`src/rtl/trig_request_arbiter_if.sv`:
```
// Requester, response and chain-side signals of the trig request arbiter.
// The arbiter connects through the slave modport; requesters and the chain stub use master.
interface trig_request_arbiter_if;
    logic [1:0]  req_valid;
    logic [31:0] req0_angle;
    logic [31:0] req1_angle;
    logic [1:0]  req_ready;
    logic [1:0]  rsp_valid;
    logic [1:0]  rsp_ready;
    logic [31:0] rsp_sin;
    logic [31:0] rsp_cos;
    logic        rsp_err;
    logic        norm_valid;
    logic [31:0] norm_angle;
    logic        norm_ready;
    logic        chain_done;
    logic [31:0] chain_sin;
    logic [31:0] chain_cos;

    modport slave (
        input  req_valid, req0_angle, req1_angle, rsp_ready,
        input  norm_ready, chain_done, chain_sin, chain_cos,
        output req_ready, rsp_valid, rsp_sin, rsp_cos, rsp_err,
        output norm_valid, norm_angle
    );

    modport master (
        output req_valid, req0_angle, req1_angle, rsp_ready,
        output norm_ready, chain_done, chain_sin, chain_cos,
        input  req_ready, rsp_valid, rsp_sin, rsp_cos, rsp_err,
        input  norm_valid, norm_angle
    );
endinterface

```
`src/rtl/trig_request_arbiter.sv`:
```
// Round-robin arbiter sharing one normalizer/cordic/converter chain between two
// requesters, with a WAIT-state watchdog and saturating job/timeout counters.
module trig_request_arbiter #(
    parameter int TIMEOUT = 64,
    parameter int CNT_W   = 16
) (
    input  logic                 clk,
    input  logic                 rst,
    trig_request_arbiter_if.slave bus,
    output logic                 busy,
    output logic                 grant_id,
    output logic [CNT_W-1:0]     jobs_done,
    output logic [CNT_W-1:0]     timeouts
);

    localparam int TIMER_W = $clog2(TIMEOUT);
    localparam logic [TIMER_W-1:0] TIMER_LAST = TIMER_W'(TIMEOUT - 1);

    typedef enum logic [1:0] {
        IDLE    = 2'd0,
        ISSUE   = 2'd1,
        WAIT    = 2'd2,
        RESPOND = 2'd3
    } state_t;

    state_t             state_reg, state_next;
    logic               grant_reg, grant_next;
    logic               last_grant_reg, last_grant_next;
    logic [31:0]        angle_reg, angle_next;
    logic [TIMER_W-1:0] timer_reg, timer_next;
    logic [31:0]        sin_reg, sin_next;
    logic [31:0]        cos_reg, cos_next;
    logic               err_reg, err_next;
    logic [CNT_W-1:0]   jobs_reg, jobs_next;
    logic [CNT_W-1:0]   tmo_reg, tmo_next;

    logic               pick;
    logic [1:0]         req_ready_w;
    logic [1:0]         rsp_valid_w;

    // With both requesters pending, the one not served last wins.
    assign pick = (bus.req_valid == 2'b11) ? ~last_grant_reg : bus.req_valid[1];

    always_ff @(posedge clk or posedge rst) begin
        if (rst) begin
            state_reg      <= IDLE;
            grant_reg      <= 1'b0;
            last_grant_reg <= 1'b1;
            angle_reg      <= '0;
            timer_reg      <= '0;
            sin_reg        <= '0;
            cos_reg        <= '0;
            err_reg        <= 1'b0;
            jobs_reg       <= '0;
            tmo_reg        <= '0;
        end else begin
            state_reg      <= state_next;
            grant_reg      <= grant_next;
            last_grant_reg <= last_grant_next;
            angle_reg      <= angle_next;
            timer_reg      <= timer_next;
            sin_reg        <= sin_next;
            cos_reg        <= cos_next;
            err_reg        <= err_next;
            jobs_reg       <= jobs_next;
            tmo_reg        <= tmo_next;
        end
    end

    always_comb begin
        state_next      = state_reg;
        grant_next      = grant_reg;
        last_grant_next = last_grant_reg;
        angle_next      = angle_reg;
        timer_next      = timer_reg;
        sin_next        = sin_reg;
        cos_next        = cos_reg;
        err_next        = err_reg;
        jobs_next       = jobs_reg;
        tmo_next        = tmo_reg;

        case (state_reg)
            IDLE: begin
                if (|bus.req_valid) begin
                    grant_next = pick;
                    angle_next = pick ? bus.req1_angle : bus.req0_angle;
                    state_next = ISSUE;
                end
            end
            ISSUE: begin
                if (bus.norm_ready) begin
                    timer_next = '0;
                    state_next = WAIT;
                end
            end
            WAIT: begin
                // A done pulse in the final watchdog cycle still counts as success.
                if (bus.chain_done) begin
                    sin_next   = bus.chain_sin;
                    cos_next   = bus.chain_cos;
                    err_next   = 1'b0;
                    state_next = RESPOND;
                end else if (timer_reg == TIMER_LAST) begin
                    sin_next   = '0;
                    cos_next   = '0;
                    err_next   = 1'b1;
                    tmo_next   = (&tmo_reg) ? tmo_reg : tmo_reg + CNT_W'(1);
                    state_next = RESPOND;
                end else begin
                    timer_next = timer_reg + TIMER_W'(1);
                end
            end
            RESPOND: begin
                if (bus.rsp_ready[grant_reg]) begin
                    jobs_next       = (&jobs_reg) ? jobs_reg : jobs_reg + CNT_W'(1);
                    last_grant_next = grant_reg;
                    state_next      = IDLE;
                end
            end
            default: state_next = IDLE;
        endcase
    end

    for (genvar gi = 0; gi < 2; gi++) begin : g_port
        assign req_ready_w[gi] = (state_reg == IDLE) && bus.req_valid[gi] && (pick == 1'(gi));
        assign rsp_valid_w[gi] = (state_reg == RESPOND) && (grant_reg == 1'(gi));
    end

    assign bus.req_ready  = req_ready_w;
    assign bus.rsp_valid  = rsp_valid_w;
    assign bus.rsp_sin    = sin_reg;
    assign bus.rsp_cos    = cos_reg;
    assign bus.rsp_err    = err_reg;
    assign bus.norm_valid = (state_reg == ISSUE);
    assign bus.norm_angle = angle_reg;

    assign busy      = (state_reg != IDLE);
    assign grant_id  = grant_reg;
    assign jobs_done = jobs_reg;
    assign timeouts  = tmo_reg;

endmodule
```
`src/flat_wrapper.sv`:
```
// flat-port wrapper written by rule: the top's interface ports become plain ports
module trig_request_arbiter_flat 
#(
    parameter int TIMEOUT = 64,
    parameter int CNT_W   = 16
)
  (clk, rst, busy, grant_id, jobs_done, timeouts, bus_req_valid, bus_req0_angle, bus_req1_angle, bus_rsp_ready, bus_norm_ready, bus_chain_done, bus_chain_sin, bus_chain_cos, bus_req_ready, bus_rsp_valid, bus_rsp_sin, bus_rsp_cos, bus_rsp_err, bus_norm_valid, bus_norm_angle);
  trig_request_arbiter_if bus_i ();
  input  logic clk;
  input  logic rst;
  output logic busy;
  output logic grant_id;
  output logic [CNT_W-1:0] jobs_done;
  output logic [CNT_W-1:0] timeouts;
  input wire logic [$bits(bus_i.req_valid)-1:0] bus_req_valid;
  input wire logic [$bits(bus_i.req0_angle)-1:0] bus_req0_angle;
  input wire logic [$bits(bus_i.req1_angle)-1:0] bus_req1_angle;
  input wire logic [$bits(bus_i.rsp_ready)-1:0] bus_rsp_ready;
  input wire logic [$bits(bus_i.norm_ready)-1:0] bus_norm_ready;
  input wire logic [$bits(bus_i.chain_done)-1:0] bus_chain_done;
  input wire logic [$bits(bus_i.chain_sin)-1:0] bus_chain_sin;
  input wire logic [$bits(bus_i.chain_cos)-1:0] bus_chain_cos;
  output wire logic [$bits(bus_i.req_ready)-1:0] bus_req_ready;
  output wire logic [$bits(bus_i.rsp_valid)-1:0] bus_rsp_valid;
  output wire logic [$bits(bus_i.rsp_sin)-1:0] bus_rsp_sin;
  output wire logic [$bits(bus_i.rsp_cos)-1:0] bus_rsp_cos;
  output wire logic [$bits(bus_i.rsp_err)-1:0] bus_rsp_err;
  output wire logic [$bits(bus_i.norm_valid)-1:0] bus_norm_valid;
  output wire logic [$bits(bus_i.norm_angle)-1:0] bus_norm_angle;
  assign bus_i.req_valid = bus_req_valid;
  assign bus_i.req0_angle = bus_req0_angle;
  assign bus_i.req1_angle = bus_req1_angle;
  assign bus_i.rsp_ready = bus_rsp_ready;
  assign bus_i.norm_ready = bus_norm_ready;
  assign bus_i.chain_done = bus_chain_done;
  assign bus_i.chain_sin = bus_chain_sin;
  assign bus_i.chain_cos = bus_chain_cos;
  assign bus_req_ready = bus_i.req_ready;
  assign bus_rsp_valid = bus_i.rsp_valid;
  assign bus_rsp_sin = bus_i.rsp_sin;
  assign bus_rsp_cos = bus_i.rsp_cos;
  assign bus_rsp_err = bus_i.rsp_err;
  assign bus_norm_valid = bus_i.norm_valid;
  assign bus_norm_angle = bus_i.norm_angle;
  trig_request_arbiter #(.TIMEOUT(TIMEOUT), .CNT_W(CNT_W)) u_core (.clk(clk), .rst(rst), .bus(bus_i), .busy(busy), .grant_id(grant_id), .jobs_done(jobs_done), .timeouts(timeouts));
endmodule
```
`config.mk`:
```
export PLATFORM = sky130hd
export DESIGN_NAME = trig_request_arbiter_flat
export DESIGN_NICKNAME = d
export VERILOG_FILES = /design/src/rtl/trig_request_arbiter_if.sv /design/src/rtl/trig_request_arbiter.sv /design/src/flat_wrapper.sv
export SDC_FILE = /design/constraint.sdc
export NUM_CORES = 1
export LEC_CHECK = 0
export BUFFER_PORTS_ARGS = -buffer_cell sky130_fd_sc_hd__buf_2
export CORE_UTILIZATION = 30
export CTS_CLUSTER_DIAMETER = 120
export CTS_CLUSTER_SIZE = 30
export DETAILED_ROUTE_END_ITERATION = 10
export GPL_ROUTABILITY_DRIVEN = 0
export PLACE_DENSITY_LB_ADDON = 0.2
export RECOVER_POWER = 25
export SLEW_MARGIN = 15
export SYNTH_ARGS = -nofsm -noshare
export SYNTH_HDL_FRONTEND = slang
export SYNTH_SLANG_ARGS = --single-unit
```
`constraint.sdc`:
```
create_clock -name clk -period 4.4 [get_ports clk]
set_input_delay 0.44 -clock clk [delete_from_list [all_inputs] [get_ports clk]]
set_output_delay 0.44 -clock clk [all_outputs]
set_load 0.02 [all_outputs]
```
After elaboration in Yosys (flattened, before gate mapping)
Index checks and enable logic that the tools add are counted.
Widths: inputs -> output; s select.
{ "totals": {"ff_bits": 139, "latchBits": 0, "ramBits": 0, "rom_bits": 0, "elab_cells": 70, "memories": 0} }
{ "classes": {"add_sub_neg": 3, "multipliers": 0, "div": 0, "magnitude_cmp": 1, "eq_ne": 11, "n_shift": 0, "mux": 19, "bitwise": 6, "reduce_logical": 20} }
{ "ops": {"columns": ["operator", "n"], "rows": [
  ["$mux 32", 4],
  ["$add 16x1->16 const B", 2],
  ["$reduce_and 16->1", 2],
  ["$mux 6", 3],
  ["$pmux 6 s2", 1],
  ["$reduce_and 4->1", 3],
  ["$mux 2", 5],
  ["$pmux 2 s4", 1],
  ["$add 6x1->6 const B", 1],
  ["$eq 2x2->1 const B", 3],
  ["$eq 6x6->1 const B", 1],
  ["$logic_and 1x1->1", 6],
  ["$ne 2x2->1 const B", 3],
  ["$not 1->1", 6],
  ["$reduce_and 2->1", 3],
  ["$reduce_bool 2->1", 3],
  ["$mux 1", 5],
  ["$ne 2x1->1 const B", 2],
  ["$ne 3x2->1 const B", 1],
  ["$reduce_and 3->1", 1],
  ["$eq 2x1->1 const B", 1],
  ["$logic_not 2->1", 1],
  ["$lt 1x2->1 const B", 1],
  ["$reduce_or 2->1", 1]
]} }

Logic depth before layout (Yosys ltp)
{ "logic_depth": {"depth_word": 4, "depth_mapped": 7, "mapped_depth_nobuf": 6} }

Worst setup path after synthesis
No wires, ideal clock.
{ "synth_path": {"kind": "flip-flop to flip-flop", "startpoint": "reg u_core.tmo_reg[0] (netlist: u_core.timeouts[0])", "endpoint": "reg u_core.tmo_reg[1] (netlist: u_core.timeouts[1])", "setup_ns": 0.125, "arrival_ns": 1.752, "slack_ns": 2.523, "path_stages_with_launch": 7, "n_path_buf": 1, "path_cell_list": "dfrtp_1 ha_1 and4_1 and4_1 buf_2 nor2_1 mux2_2"} }
{ "synth_via": {"elab_chain_len": 3, "elab_cells_between_ends": 4, "classes_between": "add/sub: 1; bitwise: 1; reduce/logical: 2"} }
{ "synth_rtl": {"columns": ["element", "line", "text"], "rows": [
  ["start, declared", "trig_request_arbiter.sv:35", "logic [CNT_W-1:0] tmo_reg, tmo_next;"],
  ["start signal, assigned", "trig_request_arbiter.sv:66", "tmo_reg <= tmo_next;"],
  ["parallel branches: the longest is 3 deep, another holds $add 16x1->16", null, null]
]} }
Parallel ways; which one is timed is not known.
A chain may end at the register's enable or synchronous reset.

Worst setup path in the final report
{ "layout_path": {"startpoint": "reg u_core.last_grant_reg", "endpoint": "out bus_req_ready[1]"} }
{ "layout_via": {"elab_chain_len": 3} }
{ "layout_rtl": {"columns": ["element", "line", "text"], "rows": [
  ["start, declared", "trig_request_arbiter.sv:28", "logic last_grant_reg, last_grant_next;"],
  ["start signal, assigned", "trig_request_arbiter.sv:59", "last_grant_reg <= last_grant_next;"],
  ["$not 1->1", "trig_request_arbiter.sv:42", "assign pick = (bus.req_valid == 2'b11) ? ~last_grant_reg : bus.req_valid[1];"],
  ["$mux 1", "trig_request_arbiter.sv:42", null],
  ["$logic_and 1x1->1", "trig_request_arbiter.sv:125", "assign req_ready_w[gi] = (state_reg == IDLE) && bus.req_valid[gi] && (pick == 1'(gi));"],
  ["end, declared", "flat_wrapper.sv:23", "output wire logic [$bits(bus_i.req_ready)-1:0] bus_req_ready;"]
]} }
Every way passes these cells.

==> impl_metrics.py <==
metrics = {
    "status": {
        "outcome": "finished with violations",
        "violations": "max-capacitance violations, max-slew violations",
    },
    "placed_design": {
        "pre_cts_slack_ps": 2210,
        "hpwl_um": 11400,
        "placed_area_um2": 7690,
        "placed_cells": 1020,
        "port_buffers": 271,
    },
    "critical_path": {
        "critPathArrivalTime_ps": 1830,
        "crit_buf_inv": 2,
        "crit_slowest_cell": "buf_4",
        "slowest_delay_ps": 460,
        "endpoint_kind": "output port",
        "crit_type": "register to output port",
        "crit_path_start_kind": "register",
        "cp_top_family": "buffers and inverters",
        "crit_chain": "a21boi_4 -> buf_4 -> and2_1 -> buf_2",
        "cp.required_ps": 3960,
        "crit_fanout": 34,
    },
    "synthesis": {
        "synth_edf_count": 0,
        "avgSynthCellArea_um2": 12.0,
        "synth_top_area_share_pct": 57.1,
        "synth_area_leader_cell": "dfrtp_1",
        "ys_seq_area_share_pct": 57.6,
        "synth-seq-cells": 139,
        "ys_warn_count": 0,
        "synth_ff_type": "dfrtp_1",
        "ys_types": 53,
        "synth_area_leaders": "dfrtp_1 (57%), a22o_1 (9.4%), mux2i_1 (5.8%), nand2_1 (3.2%), xor2_1 (3.0%)",
        "yosysMostFrequentCell": "dfrtp_1",
        "syn_area_um2": 6040,
        "synth_cells": 505,
        "yosys-top-cells-count": "dfrtp_1 (138), a22o_1 (65), nand2_1 (52)",
        "async_flop_share_pct": 100,
        "syn-num-nets": 648,
    },
    "pwr": {
        "leakagePower_nw": 4.48,
        "p_per_area_nw_per_um2": 689,
        "ir_drop_mv": 0.241,
    },
    "clocking": {
        "clk_latency_ps": 420,
        "path_clk_slew_ps": 70,
        "cts_tree": "built",
        "root_buffer": "clkbuf_16",
        "cts_sinks": 139,
        "post_cts_buffers": 0,
        "cts_hold_buf": 0,
        "cts_resized": 0,
        "htreeDepth": 4,
        "numCtsBuffers": 17,
        "clockBufferDepth": 2,
    },
    "final_layout": {
        "design_area_um2": 8330,
        "fillCellCount": 1922,
        "utilization_pct": 42.5,
        "drive_gt1_share_pct": 42.1,
        "nets": 917,
        "instances_no_fill": 1052,
        "areaGrowthSynthToFinish_pct": 37.8,
        "antennaDiodeCount": 0,
    },
    "timing": {
        "tightest_slew_ps": 2310,
        "period_share_pct": 51.7,
        "period_minus_slack_ps": 2270,
        "hold_violations": 0,
        "fin_ws_ps": 2130,
        "maxSlewViolCount": 108,
        "max_slew_margin_pct": -54.1,
        "rsz0062_at_grt": "no",
        "skew_ps": 13.1,
        "clock.fmax_mhz": 440,
        "fin_setup_tns_ps": 0,
        "setup_viol": 0,
    },
    "routing": {
        "drt_first_pass_iters": 4,
        "vias_per_cell": 4.75,
        "drt_iter0_markers": 153,
        "finalWirelength_um": 15900,
        "wl_per_cell_um": 15.1,
        "vias": 4995,
        "antenna_left": 0,
        "drcViolationCount": 0,
    },
    "die": {
        "placeableCoreArea_um2": 19600,
        "fp.dieW_um": 144,
        "start_util_pct": 30.9,
        "pin_count": 272,
        "rows": 51,
        "die_y_um": 144,
        "dieArea_um2": 20700,
    },
    "global_route": {
        "grtUsageTotal_pct": 15.2,
        "gr-total-overflow": 0,
        "antenna_found_initial": 0,
        "grt_pass1_vias": 4856,
        "grt_first_pass_wirelength_um": 24500,
        "grt_max_degree": 108,
    },
    "worst_hold_path": {
        "worstHoldPathType": "primary input to register",
    },
    "job": {
        "cap_violations": 1,
    },
}
-- metrics by stage --
stage / hold slack, ps / total power, mW
after floorplan: 500 / 3.43
after global placement: 457 / 4.17
after detailed placement: 470 / 4.22
after CTS: 224 / 5.81
after global routing: 213 / 6.11
final: 236 / 5.74
-- routing by layer --
metal	share of wire [%]	GRT usage [%]	vias to the layer above
li1	-	-	2390
met3	8.5	6.16	11
met5	0	0	-
met1	43	19.2	2401
met4	0.93	4.20	0
met2	47	23.9	193
-- final timing paths --
kind | start | end | slack (ps) | depth (start not counted)
setup / recovery | u_core.last_grant_reg | bus_req_ready[1] | 2130 | 4
hold / removal | bus_chain_sin[27] | u_core.bus.rsp_sin[27] | 240 | 2
setup reg to reg | u_core.state_reg[0] | u_core.timer_reg[5] | 2170 | 6
hold reg to reg | u_core.bus.norm_angle[5] | u_core.bus.norm_angle[5] | 480 | 2
max in group asynchronous | rst | u_core.last_grant_reg | 2250 | 3
min in group asynchronous | rst | u_core.bus.norm_angle[13] | 700 | 2
-- report_power, final --
| group | switching, mW | internal [mW] | total [mW] |
|---|---|---|---|
| Combinational | 1.32 | 0.812 | 2.14 |
| Clock | 0.586 | 0.964 | 1.55 |
| Sequential | 0.297 | 1.76 | 2.05 |
| Total | 2.21 | 3.53 | 5.74 |
-- cells by family (layout without fill, tap and decap cells) --
family	Yosys count	after routing	share of synthesized area, %
muxes	42	42	7.16
AOI/OAI and AO/OA	120	120	14.9
buffers and inverters	32	314	2.24
xor gates and xnor gates	23	23	3.33
adders and majority gates	7	7	1.45
and+or+nand+nor	142	142	13.4
DFF	139	139	57.6
-- area by class of cell --
type	count	area [um2]	share of cell area, %
clock inverters	15	213	2.55
well taps	265	332	3.98
multi-input cells	334	2460	29.5
repair buffers	276	1390	16.7
flip-flops and latches	139	3480	41.8
inverters	6	26.3	0.315
clock buffers	17	425	5.11
-- placed cells by master, fill, tap and decap left out, types with 4 or more instances in the layout --
cell type / instances
mux2i_1: 35
and4_1: 4
a22o_1: 65
nand2_1: 52
nand4_1: 9
xor2_1: 21
clkbuf_16: 17
o21ai_0: 33
dfrtp_1: 138
and2_1: 6
nor4_1: 8
ha_1: 7
a21o_1: 4
nor2_1: 12
inv_1: 5
nor3_1: 9
mux2_2: 6
bufinv_16: 4
nand3_1: 15
buf_2: 270
buf_4: 5
(Power assumes the default switching activity.)
